==> src/rtl/alu_issue_ctrl_pkg.sv <==
// Shared control encodings for the ALU issue front end: opcodes, ALU classes
// and the funct3 values the decoder recognises.
package ControlSignals;

    typedef enum logic [2:0] {
        OP_SUB = 3'b000,
        OP_AND = 3'b001,
        OP_OR  = 3'b011,
        OP_ADD = 3'b111
    } aluOperation_t;

    typedef enum logic [1:0] {
        CLASS_MEM    = 2'b00,
        CLASS_BRANCH = 2'b01,
        CLASS_RTYPE  = 2'b10,
        CLASS_RSVD   = 2'b11
    } aluClass_t;

    localparam logic [2:0] F3_ADDSUB = 3'b000;
    localparam logic [2:0] F3_AND    = 3'b111;
    localparam logic [2:0] F3_OR     = 3'b110;
    localparam logic [2:0] F3_BEQ    = 3'b000;
    localparam logic [2:0] F3_BNE    = 3'b001;

endpackage

==> src/rtl/alu_issue_ctrl_if.sv <==
// Request, ALU and response signals of alu_issue_ctrl. The slave modport is the
// issue controller's view; master is the view of its surroundings.
interface alu_issue_ctrl_if #(parameter int DATA_WIDTH_POW = 6);
    import ControlSignals::*;

    localparam int W = 1 << DATA_WIDTH_POW;

    logic          reqValid_in;
    logic          reqReady_out;
    logic [1:0]    aluClass_in;
    logic [2:0]    funct3_in;
    logic          funct7b5_in;
    logic [W-1:0]  operand1_in;
    logic [W-1:0]  operand2_in;
    aluOperation_t aluOp_out;
    logic [W-1:0]  aluOperand1_out;
    logic [W-1:0]  aluOperand2_out;
    logic [W-1:0]  aluResult_in;
    logic          aluZero_in;
    logic          respValid_out;
    logic          respReady_in;
    logic [W-1:0]  result_out;
    logic          zeroFlag_out;
    logic          branchTaken_out;
    logic          illegal_out;

    modport slave (
        input  reqValid_in, aluClass_in, funct3_in, funct7b5_in, operand1_in, operand2_in,
        input  aluResult_in, aluZero_in, respReady_in,
        output reqReady_out, aluOp_out, aluOperand1_out, aluOperand2_out,
        output respValid_out, result_out, zeroFlag_out, branchTaken_out, illegal_out
    );

    modport master (
        output reqValid_in, aluClass_in, funct3_in, funct7b5_in, operand1_in, operand2_in,
        output aluResult_in, aluZero_in, respReady_in,
        input  reqReady_out, aluOp_out, aluOperand1_out, aluOperand2_out,
        input  respValid_out, result_out, zeroFlag_out, branchTaken_out, illegal_out
    );

endinterface

==> src/rtl/alu_issue_ctrl_op_decode.sv <==
// Maps ALU class / funct3 / funct7b5 to an ALU opcode and an illegal flag.
// With ALU_ISSUE_BRANCH_EN defined, branch funct3 values other than BEQ/BNE are illegal.
module alu_op_decode
    import ControlSignals::*;
(
    input  logic [1:0]    i_class,
    input  logic [2:0]    i_funct3,
    input  logic          i_funct7b5,
    output aluOperation_t o_op,
    output logic          o_illegal
);

    // NOTE: every output gets a default before the case, so no path can infer a latch.
    always_comb begin
        o_op      = OP_ADD;
        o_illegal = 1'b0;
        case (aluClass_t'(i_class))
            CLASS_MEM: o_op = OP_ADD;
            CLASS_BRANCH: begin
                o_op = OP_SUB;
`ifdef ALU_ISSUE_BRANCH_EN
                if (i_funct3 != F3_BEQ && i_funct3 != F3_BNE) begin
                    o_illegal = 1'b1;
                end
`endif
            end
            CLASS_RTYPE: begin
                case (i_funct3)
                    F3_ADDSUB: o_op = i_funct7b5 ? OP_SUB : OP_ADD;
                    F3_AND:    o_op = OP_AND;
                    F3_OR:     o_op = OP_OR;
                    default:   o_illegal = 1'b1;
                endcase
            end
            default: o_illegal = 1'b1;
        endcase
    end

endmodule

==> src/rtl/alu_issue_ctrl.sv <==
// Two-stage issue/response front end for an external combinational ALU.
// Define ALU_ISSUE_BRANCH_EN to compile in BEQ/BNE branch resolution.
module alu_issue_ctrl
    import ControlSignals::*;
#(
    parameter int DATA_WIDTH_POW = 6
) (
    input  logic           clk_in,
    input  logic           rstN_in,
    alu_issue_ctrl_if.slave bus
);

    localparam int W = 1 << DATA_WIDTH_POW;

    logic          r_s0_valid;
    aluOperation_t r_alu_op;
    logic [W-1:0]  r_op1;
    logic [W-1:0]  r_op2;
    logic          r_s0_illegal;

    logic          r_s1_valid;
    logic [W-1:0]  r_result;
    logic          r_zero;
    logic          r_s1_illegal;

    aluOperation_t w_dec_op;
    logic          w_dec_illegal;
    logic          w_s1_load;
    logic          w_req_ready;
    logic          w_accept;

    alu_op_decode u_decode (
        .i_class    (bus.aluClass_in),
        .i_funct3   (bus.funct3_in),
        .i_funct7b5 (bus.funct7b5_in),
        .o_op       (w_dec_op),
        .o_illegal  (w_dec_illegal)
    );

    // S0 advances exactly when S1 takes its contents, which keeps full throughput.
    assign w_s1_load   = r_s0_valid && (!r_s1_valid || bus.respReady_in);
    assign w_req_ready = !r_s0_valid || w_s1_load;
    assign w_accept    = bus.reqValid_in && w_req_ready;

`ifdef ALU_ISSUE_BRANCH_EN
    logic [1:0] r_s0_class;
    logic [2:0] r_s0_funct3;
    logic       r_s1_taken;
    logic       w_taken;

    always_comb begin
        w_taken = 1'b0;
        if (r_s0_class == CLASS_BRANCH && !r_s0_illegal) begin
            if (r_s0_funct3 == F3_BEQ) begin
                w_taken = bus.aluZero_in;
            end else if (r_s0_funct3 == F3_BNE) begin
                w_taken = !bus.aluZero_in;
            end
        end
    end

    always_ff @(posedge clk_in or negedge rstN_in) begin
        if (!rstN_in) begin
            r_s0_class  <= '0;
            r_s0_funct3 <= '0;
            r_s1_taken  <= 1'b0;
        end else begin
            if (w_accept) begin
                r_s0_class  <= bus.aluClass_in;
                r_s0_funct3 <= bus.funct3_in;
            end
            if (w_s1_load) begin
                r_s1_taken <= w_taken;
            end
        end
    end

    assign bus.branchTaken_out = r_s1_taken;
`else
    assign bus.branchTaken_out = 1'b0;
`endif

    // NOTE: non-blocking assignments so every register samples pre-edge values.
    always_ff @(posedge clk_in or negedge rstN_in) begin
        if (!rstN_in) begin
            r_s0_valid   <= 1'b0;
            r_alu_op     <= OP_ADD;
            r_op1        <= '0;
            r_op2        <= '0;
            r_s0_illegal <= 1'b0;
        end else if (w_accept) begin
            r_s0_valid   <= 1'b1;
            r_alu_op     <= w_dec_op;
            r_op1        <= bus.operand1_in;
            r_op2        <= bus.operand2_in;
            r_s0_illegal <= w_dec_illegal;
        end else if (w_s1_load) begin
            r_s0_valid   <= 1'b0;
        end
    end

    always_ff @(posedge clk_in or negedge rstN_in) begin
        if (!rstN_in) begin
            r_s1_valid   <= 1'b0;
            r_result     <= '0;
            r_zero       <= 1'b0;
            r_s1_illegal <= 1'b0;
        end else if (w_s1_load) begin
            r_s1_valid   <= 1'b1;
            r_result     <= bus.aluResult_in;
            r_zero       <= bus.aluZero_in;
            r_s1_illegal <= r_s0_illegal;
        end else if (bus.respReady_in) begin
            r_s1_valid   <= 1'b0;
        end
    end

    assign bus.reqReady_out    = w_req_ready;
    assign bus.aluOp_out       = r_alu_op;
    assign bus.aluOperand1_out = r_op1;
    assign bus.aluOperand2_out = r_op2;
    assign bus.respValid_out   = r_s1_valid;
    assign bus.result_out      = r_result;
    assign bus.zeroFlag_out    = r_zero;
    assign bus.illegal_out     = r_s1_illegal;

endmodule

==> src/flat_wrapper.sv <==
// flat-port wrapper written by rule: the top's interface ports become plain ports
module alu_issue_ctrl_flat import ControlSignals::*;
#(
    parameter int DATA_WIDTH_POW = 6
)
  (clk_in, rstN_in, bus_reqValid_in, bus_aluClass_in, bus_funct3_in, bus_funct7b5_in, bus_operand1_in, bus_operand2_in, bus_aluResult_in, bus_aluZero_in, bus_respReady_in, bus_reqReady_out, bus_aluOp_out, bus_aluOperand1_out, bus_aluOperand2_out, bus_respValid_out, bus_result_out, bus_zeroFlag_out, bus_branchTaken_out, bus_illegal_out);
  alu_issue_ctrl_if #(.DATA_WIDTH_POW(DATA_WIDTH_POW)) bus_i ();
  input  logic clk_in;
  input  logic rstN_in;
  input wire logic [$bits(bus_i.reqValid_in)-1:0] bus_reqValid_in;
  input wire logic [$bits(bus_i.aluClass_in)-1:0] bus_aluClass_in;
  input wire logic [$bits(bus_i.funct3_in)-1:0] bus_funct3_in;
  input wire logic [$bits(bus_i.funct7b5_in)-1:0] bus_funct7b5_in;
  input wire logic [$bits(bus_i.operand1_in)-1:0] bus_operand1_in;
  input wire logic [$bits(bus_i.operand2_in)-1:0] bus_operand2_in;
  input wire logic [$bits(bus_i.aluResult_in)-1:0] bus_aluResult_in;
  input wire logic [$bits(bus_i.aluZero_in)-1:0] bus_aluZero_in;
  input wire logic [$bits(bus_i.respReady_in)-1:0] bus_respReady_in;
  output wire logic [$bits(bus_i.reqReady_out)-1:0] bus_reqReady_out;
  output wire logic [$bits(bus_i.aluOp_out)-1:0] bus_aluOp_out;
  output wire logic [$bits(bus_i.aluOperand1_out)-1:0] bus_aluOperand1_out;
  output wire logic [$bits(bus_i.aluOperand2_out)-1:0] bus_aluOperand2_out;
  output wire logic [$bits(bus_i.respValid_out)-1:0] bus_respValid_out;
  output wire logic [$bits(bus_i.result_out)-1:0] bus_result_out;
  output wire logic [$bits(bus_i.zeroFlag_out)-1:0] bus_zeroFlag_out;
  output wire logic [$bits(bus_i.branchTaken_out)-1:0] bus_branchTaken_out;
  output wire logic [$bits(bus_i.illegal_out)-1:0] bus_illegal_out;
  assign bus_i.reqValid_in = bus_reqValid_in;
  assign bus_i.aluClass_in = bus_aluClass_in;
  assign bus_i.funct3_in = bus_funct3_in;
  assign bus_i.funct7b5_in = bus_funct7b5_in;
  assign bus_i.operand1_in = bus_operand1_in;
  assign bus_i.operand2_in = bus_operand2_in;
  assign bus_i.aluResult_in = bus_aluResult_in;
  assign bus_i.aluZero_in = bus_aluZero_in;
  assign bus_i.respReady_in = bus_respReady_in;
  assign bus_reqReady_out = bus_i.reqReady_out;
  assign bus_aluOp_out = bus_i.aluOp_out;
  assign bus_aluOperand1_out = bus_i.aluOperand1_out;
  assign bus_aluOperand2_out = bus_i.aluOperand2_out;
  assign bus_respValid_out = bus_i.respValid_out;
  assign bus_result_out = bus_i.result_out;
  assign bus_zeroFlag_out = bus_i.zeroFlag_out;
  assign bus_branchTaken_out = bus_i.branchTaken_out;
  assign bus_illegal_out = bus_i.illegal_out;
  alu_issue_ctrl #(.DATA_WIDTH_POW(DATA_WIDTH_POW)) u_core (.clk_in(clk_in), .rstN_in(rstN_in), .bus(bus_i));
endmodule
==> config.mk <==
export PLATFORM = sky130hd
export DESIGN_NAME = alu_issue_ctrl_flat
export DESIGN_NICKNAME = d
export VERILOG_FILES = /design/src/rtl/alu_issue_ctrl_pkg.sv /design/src/rtl/alu_issue_ctrl_if.sv /design/src/rtl/alu_issue_ctrl_op_decode.sv /design/src/rtl/alu_issue_ctrl.sv /design/src/flat_wrapper.sv
export SDC_FILE = /design/constraint.sdc
export NUM_CORES = 1
export LEC_CHECK = 0
export CORE_AREA = 2 2 155 157
export CTS_CLUSTER_SIZE = 28
export DETAILED_ROUTE_END_ITERATION = 10
export DIE_AREA = 0 0 157 159
export PLACE_DENSITY = 0.78
export SKIP_CTS_REPAIR_TIMING = 1
export SLEW_MARGIN = 20
export SYNTH_ARGS = -nofsm -noshare
export SYNTH_HDL_FRONTEND = slang
export SYNTH_SLANG_ARGS = --single-unit
==> constraint.sdc <==
create_clock -name clk_in -period 2.2 [get_ports clk_in]
set_input_delay 0.44 -clock clk_in [delete_from_list [all_inputs] [get_ports clk_in]]
set_output_delay 0.44 -clock clk_in [all_outputs]
set_load 0.02 [all_outputs]
==> results.txt <==
- The worst path in the final design needs a cycle of approximately 2100 ps, including I/O delays and setup.
- The startpoint identified for the worst register-to-register timing path is u_core.r_s0_valid.
* Number of top-level design ports: 403
* Reg2Reg Capture Point: u_core.bus.aluOperand1_out[13]
* Sequential element share of the synthesized area: 64.0%
- Prior to clock tree synthesis, the placed netlist has a worst setup slack of about 46 ps.
* Final count of hold timing violations: 0
- Final setup TNS: 0 ps
- The number of global-route vias before repair was 5,770.
- In the global route stage, overall resource usage came out at between 10% and 20%.
* Power per Cell Area: 852 nW/um2
- Maximum clock insertion buffer count: 2
* Synth Area in Adders: 0%
- Tcrit/Tclk final: 95.4%
* Register-to-register setup slack: 590 ps
- In this run the worst path has a maximum fanout of 3.
* Clock skew after layout: 10.9 ps
- For the worst setup path, the data arrival time is 1660 ps.
* Core outline area: 23,200 um2
- In the synthesized netlist, the number of instances is 442.
- Across all setup checks in the final design, the least slack found is 101 ps.
- The worst hold path was traced through 2 stages.
- Counting the buffers created by CTS gives 17.
- Detailed Route WL: 21,300 um
- Clock latency on the worst-skew pair: about 420 ps
* RSZ-0062 raised after global routing: no
* Post-synthesis share of cell area spent on xor and xnor gates: 0%
- Routed vias/inst: 4.37
- In the final layout, the share of cells above drive strength 1 is 29.1%.
- Once detail routing completed, the nets flagged for antenna violations numbered 0.
- In this run the horizontal extent of the chip is 157 um.
- Std cell rows: 56
- Area growth from synthesis to layout: 64.9%
* Path category of the worst min-delay check: flip-flop to flip-flop
* Final routed wire length divided by cell count: 17.8 um
- Detailed-route DRC error count: 0
* Max Clock Freq: about 480 MHz
- Detailed placement HPWL: 16,500 um
- Net count after synthesis: between 600 and 700
- The final route contains 5,213 vias.
* Critical Path Source Type: primary input
- Data required time of the critical path: 1760 ps
* Worst r2r path cells: 4
* Overall die height: between 150 and 200 um
- Wire length of the first global-routing pass: 32,500 um
- In this run, synthesis produced a sequential element count of 200.
- Once layout is complete, the cells apart from fillers number around 1.2k.
- Avg Cell Area, Syn: 17.7 um2
- After Yosys synthesis, and, or, nand and nor cells account for 1.18% of the synthesized area.
- Filler Cells Inserted: 1,875
- Entering global routing, the biggest net connects 55 pins.
- Initial Util: between 30% and 40%
* CTS clock-pin slew for the worst setup and hold paths: 80 ps
- The run finished with clean final reports.
- Start point of the worst hold path: u_core.bus.aluOp_out[2]
- Clock root buffer master: sky130_fd_sc_hd__clkbuf_16
- The path with the worst hold slack has its endpoint at u_core.bus.aluOp_out[2].
* Leakage: about 5.5 nW
* Worst vdd rail ir drop: 0.555 mV
- Worst Hold Margin: 475 ps
- Count of warnings emitted by yosys: 0
- Number of max-capacitance violations reported: 0
- Overall power: 11.0 mW
- DRC violation total after the first TritonRoute iteration: between 150 and 200
- The floorplan step defined a die boundary enclosing between 20,000 and 25,000 um2.
- Of the post-synthesis cell area, the part taken by muxes is 31.7%.
- Setup violations remaining at the end of the flow were counted as 0.
- After synthesis the cells add up to 7820 um2.
- Total overflow reported by the global router: 0
- Final number of max-transition violations: 0
* Final #Nets: about 1.1k
- The repair_antennas step left the layout with diodes totalling 0.
- Number of distinct library cell variants in the gate-level netlist after synthesis: 25
* Number of instances in the placed design: 1,160
- Number of antenna violations at the first check in global routing: 0
- Clock Sink Count: 200
- Dominant combinational cell family by area after synthesis: multiplexers
* Path type of the worst setup path: primary input to output port
- Number of input and output port buffers inserted: 401
* Gpl congestion: 0.767
- The worst setup path is captured at an output port.
- The H-tree was split into 4 levels.
* Area fraction in compound gates after synthesis: 0.560%
- Clock tree from TritonCTS: built
- Number of iterations in the first detailed-routing pass: 4
## power by group
part	leakage (nW)	total (mW)	internal, mW	switching (mW)
clock network	0.284	3.07	1.55	1.52
logic	2.85	3.37	1.93	1.44
registers	2.33	4.55	4.25	0.303
## layout by cell type (no fill, tap or decap), drive strengths merged, types with 2 or more instances in the layout
cell type      Yosys  routed
dfstp              3       3
nand3b             2       2
clkinv             0       5
nand2              2       2
nand2b             4       4
mux2             194     194
clkbuf             0      20
a21oi              2       2
dfrtp            197     197
inv                3      11
buf               23      21
clkdlybuf4s50      0     400
## routing by layer
layer  part of all wire, %  wire length, um  global-route usage, %
met5                     0                0                      0
met4                   2.2              466                   5.30
met3                   9.5             2010                   6.94
met2                    51            10800                   29.3
met1                    38             8000                   19.2
## worst max path at each step
stage / from / endpoint / slack, ps
6_report: bus_respReady_in / bus_reqReady_out / 100
5_1_grt: bus_respReady_in / bus_reqReady_out / 70
4_1_cts: bus_respReady_in / bus_reqReady_out / 100
3_5_place_dp: bus_respReady_in / u_core.bus.aluOperand1_out[14] / 50
3_3_place_gp: bus_respReady_in / u_core.bus.aluOperand1_out[3] / 70
2_1_floorplan: u_core.bus.respValid_out / u_core.bus.aluOperand1_out[50] / 530
## cell usage after synthesis
cell type	number	area, um2
sky130_fd_sc_hd__inv_1	3	11.3
sky130_fd_sc_hd__mux2_2	118	1330
sky130_fd_sc_hd__mux2i_1	1	10.0
sky130_fd_sc_hd__a21oi_1	2	10.0
sky130_fd_sc_hd__and2_1	1	6.26
sky130_fd_sc_hd__a31oi_1	1	6.26
sky130_fd_sc_hd__nand4b_1	1	8.76
sky130_fd_sc_hd__o21ai_0	1	5.00
sky130_fd_sc_hd__nand2_1	2	7.51
sky130_fd_sc_hd__or3_1	1	6.26
sky130_fd_sc_hd__conb_1	1	3.75
sky130_fd_sc_hd__o22ai_1	1	6.26
sky130_fd_sc_hd__nand3_1	1	5.00
sky130_fd_sc_hd__dfrtp_1	197	4930
sky130_fd_sc_hd__nand3b_4	1	20.0
sky130_fd_sc_hd__o211ai_1	1	7.51
sky130_fd_sc_hd__nand3b_1	1	7.51
sky130_fd_sc_hd__or2_2	1	6.26
sky130_fd_sc_hd__o2111ai_1	1	8.76
sky130_fd_sc_hd__buf_2	12	60.1
sky130_fd_sc_hd__buf_4	1	7.51
sky130_fd_sc_hd__buf_6	10	113
sky130_fd_sc_hd__nand2b_1	4	25.0
sky130_fd_sc_hd__dfstp_2	3	78.8
sky130_fd_sc_hd__mux2_4	76	1140
## cell type report
cell class              count  area, um2  area share, %
clock inverters            13        135           1.05
repair buffers            423       4270           33.1
multi-input cells         216       2630           20.4
well taps                 319        399           3.10
flip-flops and latches    200       5010           38.8
clock buffers              19        443           3.43
inverters                   3       11.3         0.0873
## registers in the layout (all words and copies together) (netlist names)
name,flops
u_core.bus.aluOperand2_out,64
u_core.bus.aluOp_out,3
u_core.bus.illegal_out,1
u_core.bus.respValid_out,1
u_core.bus.result_out,64
u_core.r_s0_illegal,1
u_core.r_s0_valid,1
u_core.bus.aluOperand1_out,64
u_core.bus.zeroFlag_out,1
## worst max-delay path, cell delays in order
cell                              delay (ps)
sky130_fd_sc_hd__clkdlybuf4s50_1         480
sky130_fd_sc_hd__nand3b_4                140
sky130_fd_sc_hd__clkdlybuf4s50_1         600
## cells by family (layout without fill, tap and decap cells)
| family | Yosys count | after routing |
|---|---|---|
| and+or+nand+nor | 13 | 13 |
| other | 1 | 1 |
| AOI/OAI and AO/OA | 7 | 7 |
| muxes | 195 | 195 |
| buffers and inverters | 26 | 458 |
| DFF | 200 | 200 |
## stage by stage
step | util [%] | area, um2
2_1_floorplan | - | 7820
3_3_place_gp | 53.1 | 12300
3_5_place_dp | 53.1 | 12300
4_1_cts | 55.6 | 12900
5_1_grt | 55.6 | 12900
6_report | 55.6 | 12900
Note: power is estimated with default switching activity, not from simulation.
